<file path="config.mk">
export PLATFORM = sky130hd
export DESIGN_NAME = rv_muldiv_iter
export DESIGN_NICKNAME = d
export VERILOG_FILES = /design/src/rtl/rv_muldiv_iter.sv
export SDC_FILE = /design/constraint.sdc
export NUM_CORES = 1
export LEC_CHECK = 0
export BUFFER_PORTS_ARGS = -buffer_cell sky130_fd_sc_hd__buf_2
export CORE_MARGIN = 10
export CORE_UTILIZATION = 38
export CTS_CLUSTER_DIAMETER = 60
export DETAILED_ROUTE_END_ITERATION = 6
export PLACE_DENSITY = 0.65
export SYNTH_ARGS = -nofsm -noshare
export SYNTH_HDL_FRONTEND = slang
export SYNTH_SLANG_ARGS = --single-unit
</file>
<file path="constraint.sdc">
create_clock -name clk -period 6 [get_ports clk]
set_input_delay 1.2 -clock clk [delete_from_list [all_inputs] [get_ports clk]]
set_output_delay 1.2 -clock clk [all_outputs]
set_load 0.02 [all_outputs]
</file>
<file path="src/rtl/rv_muldiv_iter.sv">
// rv_muldiv_iter: iterative RV32M multiply/divide unit (radix-2 shift-add / restoring divide)
module rv_muldiv_iter #(
    parameter int XLEN      = 32,
    parameter bit EARLY_OUT = 1'b1
) (
    input  logic            clk,
    input  logic            rst_n,
    input  logic            start,
    input  logic [2:0]      op,
    input  logic [XLEN-1:0] a,
    input  logic [XLEN-1:0] b,
    input  logic            kill,
    output logic            busy,
    output logic            done,
    output logic [XLEN-1:0] result
);
    localparam int CW = $clog2(XLEN + 1);

    typedef enum logic [1:0] {IDLE, CALC, FIN} state_t;

    state_t            state, state_nx;
    logic [CW-1:0]     count;
    logic [2:0]        op_q;
    logic [XLEN:0]     acc;
    logic [XLEN-1:0]   lo, mcand, a_raw;
    logic              neg_q, sa_q, div0_q, ovf_q;
    logic              accept, a_signed, b_signed, sa, sb, div0, ovf, special, lt;
    logic [XLEN-1:0]   abs_a, abs_b, quo, rem, res_nx;
    logic [XLEN:0]     mul_sum, shifted, dsub;
    logic [2*XLEN-1:0] prod;

    // Operand decode at accept: signedness, magnitudes and the RISC-V divide special cases
    always_comb begin
        accept   = state == IDLE && start && !kill;
        a_signed = !(op == 3'b011 || (op[2] && op[0]));
        b_signed = a_signed && op != 3'b010;
        sa       = a_signed && a[XLEN-1];
        sb       = b_signed && b[XLEN-1];
        abs_a    = sa ? -a : a;
        abs_b    = sb ? -b : b;
        div0     = op[2] && b == '0;
        ovf      = op[2] && !op[0] && a == {1'b1, {(XLEN-1){1'b0}}} && b == '1;
        special  = div0 || ovf;
    end

    // One radix-2 step for either operation, plus the sign fix-up applied in FIN
    always_comb begin
        mul_sum = acc + (lo[0] ? {1'b0, mcand} : '0);
        shifted = {acc[XLEN-1:0], lo[XLEN-1]};
        lt      = shifted < {1'b0, mcand};
        dsub    = shifted - {1'b0, mcand};
        prod    = neg_q ? -{acc[XLEN-1:0], lo} : {acc[XLEN-1:0], lo};
        quo     = neg_q ? -lo : lo;
        rem     = sa_q ? -acc[XLEN-1:0] : acc[XLEN-1:0];
        res_nx  = !op_q[2] ? (op_q[1:0] == 2'b00 ? prod[XLEN-1:0] : prod[2*XLEN-1:XLEN]) :
                  div0_q   ? (op_q[1] ? a_raw : '1) :
                  ovf_q    ? (op_q[1] ? '0 : a_raw) :
                  op_q[1]  ? rem : quo;
    end

    // State register
    always_ff @(posedge clk or negedge rst_n) begin
        if (!rst_n) state <= IDLE;
        else        state <= state_nx;
    end

    // Next state: kill always wins; special divides may skip straight to FIN
    always_comb begin
        state_nx = kill            ? IDLE :
                   state == IDLE   ? (start ? ((EARLY_OUT && special) ? FIN : CALC) : IDLE) :
                   state == CALC   ? (count == CW'(1) ? FIN : CALC) :
                   IDLE;
    end

    // Outputs decoded from state
    always_comb begin
        busy = state != IDLE;
    end

    // Datapath: operand latch, iteration, registered result and done pulse
    always_ff @(posedge clk or negedge rst_n) begin
        if (!rst_n) begin
            done   <= 1'b0;
            result <= '0;
            count  <= '0;
            op_q   <= '0;
            acc    <= '0;
            lo     <= '0;
            mcand  <= '0;
            a_raw  <= '0;
            neg_q  <= 1'b0;
            sa_q   <= 1'b0;
            div0_q <= 1'b0;
            ovf_q  <= 1'b0;
        end else begin
            done <= state == FIN && !kill;
            if (state == FIN && !kill) result <= res_nx;
            if (accept) begin
                op_q   <= op;
                a_raw  <= a;
                acc    <= '0;
                lo     <= abs_a;
                mcand  <= abs_b;
                neg_q  <= sa ^ sb;
                sa_q   <= sa;
                div0_q <= div0;
                ovf_q  <= ovf;
                count  <= CW'(XLEN);
            end else if (state == CALC) begin
                count <= count - 1'b1;
                if (!op_q[2]) begin
                    acc <= {1'b0, mul_sum[XLEN:1]};
                    lo  <= {mul_sum[0], lo[XLEN-1:1]};
                end else begin
                    acc <= lt ? shifted : dsub;
                    lo  <= {lo[XLEN-2:0], !lt};
                end
            end
        end
    end
endmodule

</file>
==> results.json <==
{
  "status": "finished clean",
  "htreeDepth": 4,
  "cts_hold_buf": 0,
  "ys_async_sr_fraction_pct": 100.0,
  "path_depth": 10,
  "cts_resized": 0,
  "min_to": "mcand[18]",
  "crit_path_end_kind": "flop",
  "worst_pin_slew_ns": 1.169,
  "fp.dieH_um": 226.2,
  "clockBufferDepth": 2,
  "grt_start_max_net_pins": 99,
  "path_delay_family": "compound AO/OA/AOI/OAI gates",
  "finalCritPeriodShare_pct": 69.24,
  "gp_congestion": 0.9457,
  "grt_pass1_wl_um": 89520,
  "antenna_cells": 0,
  "p_clk_share_pct": 15.5,
  "core_area_sq_um": 41950,
  "ant_nets": 0,
  "power_switching_mw": 4.009,
  "grt_pass1_vias": 15650,
  "fin_skew_ns": 0.01444,
  "maxSlewHeadroom_pct": 21.80,
  "antenna_found_initial": 1,
  "hpwl_um": 43740,
  "p_sw_share_pct": 49.54,
  "netlist_area_sq_um": 16150,
  "cts_root_buf": "clkbuf_16",
  "drive_gt1_share_pct": 9.151,
  "path_class": "flop to flop",
  "tns_ns": 0,
  "drtIter0Drc": 1662,
  "crit_path_top_delay_cell": "o21ai_4",
  "hold_path.startpoint": "mcand[18]",
  "setup_slack_ns": 1.845,
  "postSynthAreaPerCell_sq_um": 7.657,
  "cap_violations": 0,
  "area_delta_synth_final_pct": 9.018,
  "critPathLaunch": "acc[0]",
  "gr-usage-all-layers_pct": 22.24,
  "r2r-start": "acc[0]",
  "ys_types": 82,
  "insertion_delay_ns": 0.47,
  "ys_warn_count": 0,
  "seq_power_share_pct": 26.6,
  "finalInstanceArea_sq_um": 17610,
  "synth-edff-count": 0,
  "combPwrFrac_pct": 57.9,
  "fmax_ghz": 0.2407,
  "start_kind": "flop",
  "cts_setup_buffers": 0,
  "die-width_um": 226.2,
  "post_drt_wl_per_cell_um": 21.57,
  "cp_data_arrival_time_ns": 4.52,
  "rsz0062_at_grt": "no",
  "cts_tree": "yes",
  "clk_pin_slew_worst_paths_ns": 0.08,
  "holdWs_ns": 0.4796,
  "hold_path.class": "flop to flop",
  "dp_cells": 2627,
  "gr-total-overflow": 0,
  "nNetsFinal": 2251,
  "ff2ff_path_depth": 10,
  "cts_buffers": 17,
  "finalSetupViolCount": 0,
  "pre_cts_ws_ns": 1.782,
  "synth-main-ff-cell": "dfrtp_1",
  "power_density_nw_per_um2": 459.6,
  "hold_violations": 0,
  "port_buffers": 104,
  "start_util_pct": 38.50,
  "placed_cell_area_sq_um": 16970,
  "vias_per_cell": 6.071,
  "p_int_mw": 4.083,
  "worstPathRequired_ns": 6.36,
  "cpPeakStageDelay_ns": 0.88,
  "finalWirelength_um": 57350,
  "r2r_setup_slack_ns": 1.85,
  "p_leak_nw": 7.632,
  "drc": 0,
  "netlist_instances": 2109,
  "path_buf_inv": 1,
  "yosysSeqAreaShare_pct": 27.43,
  "vias": 16140,
  "ys_ff_latch": 177,
  "dieArea_sq_um": 51140,
  "period_needed_ns": 4.155,
  "boundaryPins": 105,
  "first_pass_iters": 5,
  "cts_sinks": 177,
  "vdd_drop_max_mv": 0.2094,
  "crit_path_max_fanout": 33,
  "slew_violations": 0,
  "fin_cells": 2659,
  "row_count": 75,
  "synth_nets": 2253,
  "crit_chain": "ha_1 > nor2b_1 > o2111ai_1 > a31oi_1 > a2111oi_2 > o31a_1 > o21ai_4 > buf_4 > o22ai_1 > a221o_1",
  "holdPathStages": 2,
  "worstReg2RegEnd": "acc[29]"
}
[synth_stat cells (all sizes together) (16+ instances only)]
| library cell | count | area share, % |
|---|---|---|
| a221oi | 22 | 1.2 |
| a21o | 34 | 1.6 |
| clkbuf | 124 | 2.9 |
| inv | 77 | 1.8 |
| a21oi | 160 | 5.0 |
| nor4 | 16 | 0.84 |
| a31oi | 17 | 0.66 |
| dfrtp | 177 | 27 |
| nand2 | 306 | 7.1 |
| a211oi | 22 | 1.0 |
| xor2 | 104 | 5.6 |
| mux2i | 64 | 4.0 |
| o211ai | 49 | 2.3 |
| nand3 | 31 | 1.0 |
| or3 | 17 | 0.69 |
| nand2b | 24 | 0.93 |
| nand4 | 32 | 1.3 |
| nor3 | 40 | 1.3 |
| ha | 71 | 5.5 |
| xnor2 | 103 | 5.6 |
| nor2 | 166 | 3.9 |
| o31ai | 25 | 1.3 |
| o21ai | 210 | 6.5 |
| o22ai | 20 | 0.77 |
| buf | 21 | 0.60 |
[state kept, by name, indices dropped and copies added, names as in the netlist]
register / flops
acc: 33
neg_q: 1
op_q: 3
lo: 32
div0_q: 1
sa_q: 1
count: 6
ovf_q: 1
done: 1
result: 32
a_raw: 32
mcand: 32
state: 2
[power groups by stage]
stage                     sequential, mW  clock [mW]  combinational (mW)
final                               2.15        1.26                4.68
after CTS                           2.13        1.27                4.62
after global placement              2.15           0                4.55
after global routing                2.20        1.31                5.15
after detailed placement            2.16           0                4.59
after floorplan                     1.82           0                3.58
[final cells by class]
class | instances | area (sq um)
fillers | 4274 | 24340
multi-input cells | 1708 | 10890
flip-flops and latches | 177 | 4433
repair buffers | 124 | 679.4
well taps | 539 | 674.4
clock buffers | 21 | 460.4
inverters | 79 | 296.5
clock inverters | 11 | 175.2
[cell families after synthesis]
logic type	Yosys count	share of synthesized area [%]
fa+ha+maj	73	5.749
mux	68	4.246
simple gates	694	19.82
flops	177	27.43
xor+xnor	207	11.23
buf+inv	224	5.315
compound gates	666	26.22
[layer usage]
metal  up-vias  track usage, %  share of wire (%)
li1       7581               -                  -
met1      7766           29.35                 44
met2       665           35.48                 46
met3       128           3.917                7.0
met4         2           8.591                3.4
met5         -               0              0.019
[worst max path at each step]
| stage | slack, ns | endpoint |
|---|---|---|
| CTS | 1.87 | acc[30] |
| finish | 1.85 | acc[29] |
| detailed placement | 1.78 | state[1] |
| global placement | 1.90 | result[21] |
| global route | 1.45 | acc[30] |
| floorplan | 2.63 | state[1] |
[stage by stage]
step	utilization [%]	total power, mW
global placement	40.46	6.691
finish	41.97	8.092
detailed placement	40.46	6.752
CTS	41.97	8.029
global route	41.97	8.658
floorplan	-	5.402
[placed cells by master (no fill, tap or decap), types with 24 or more instances in the layout]
master,instances
nand2b_1,24
inv_1,77
ha_1,71
nand2_1,306
xnor2_1,103
nor3_1,39
a21o_1,34
o211ai_1,49
nand4_1,31
mux2i_1,64
dfrtp_1,174
xor2_1,104
a21oi_1,160
o21ai_0,199
nand3_1,29
buf_2,103
nor2_1,166
[worst register-to-register path, stage by stage, from the launching register on]
cell	delay, ns
dfrtp_1	0.49
ha_1	0.33
nor2b_1	0.21
o2111ai_1	0.20
a31oi_1	0.54
a2111oi_2	0.20
o31a_1	0.42
o21ai_4	0.88
buf_4	0.35
o22ai_1	0.09
a221o_1	0.35
No activity file was read; power rests on OpenSTA's default activity.
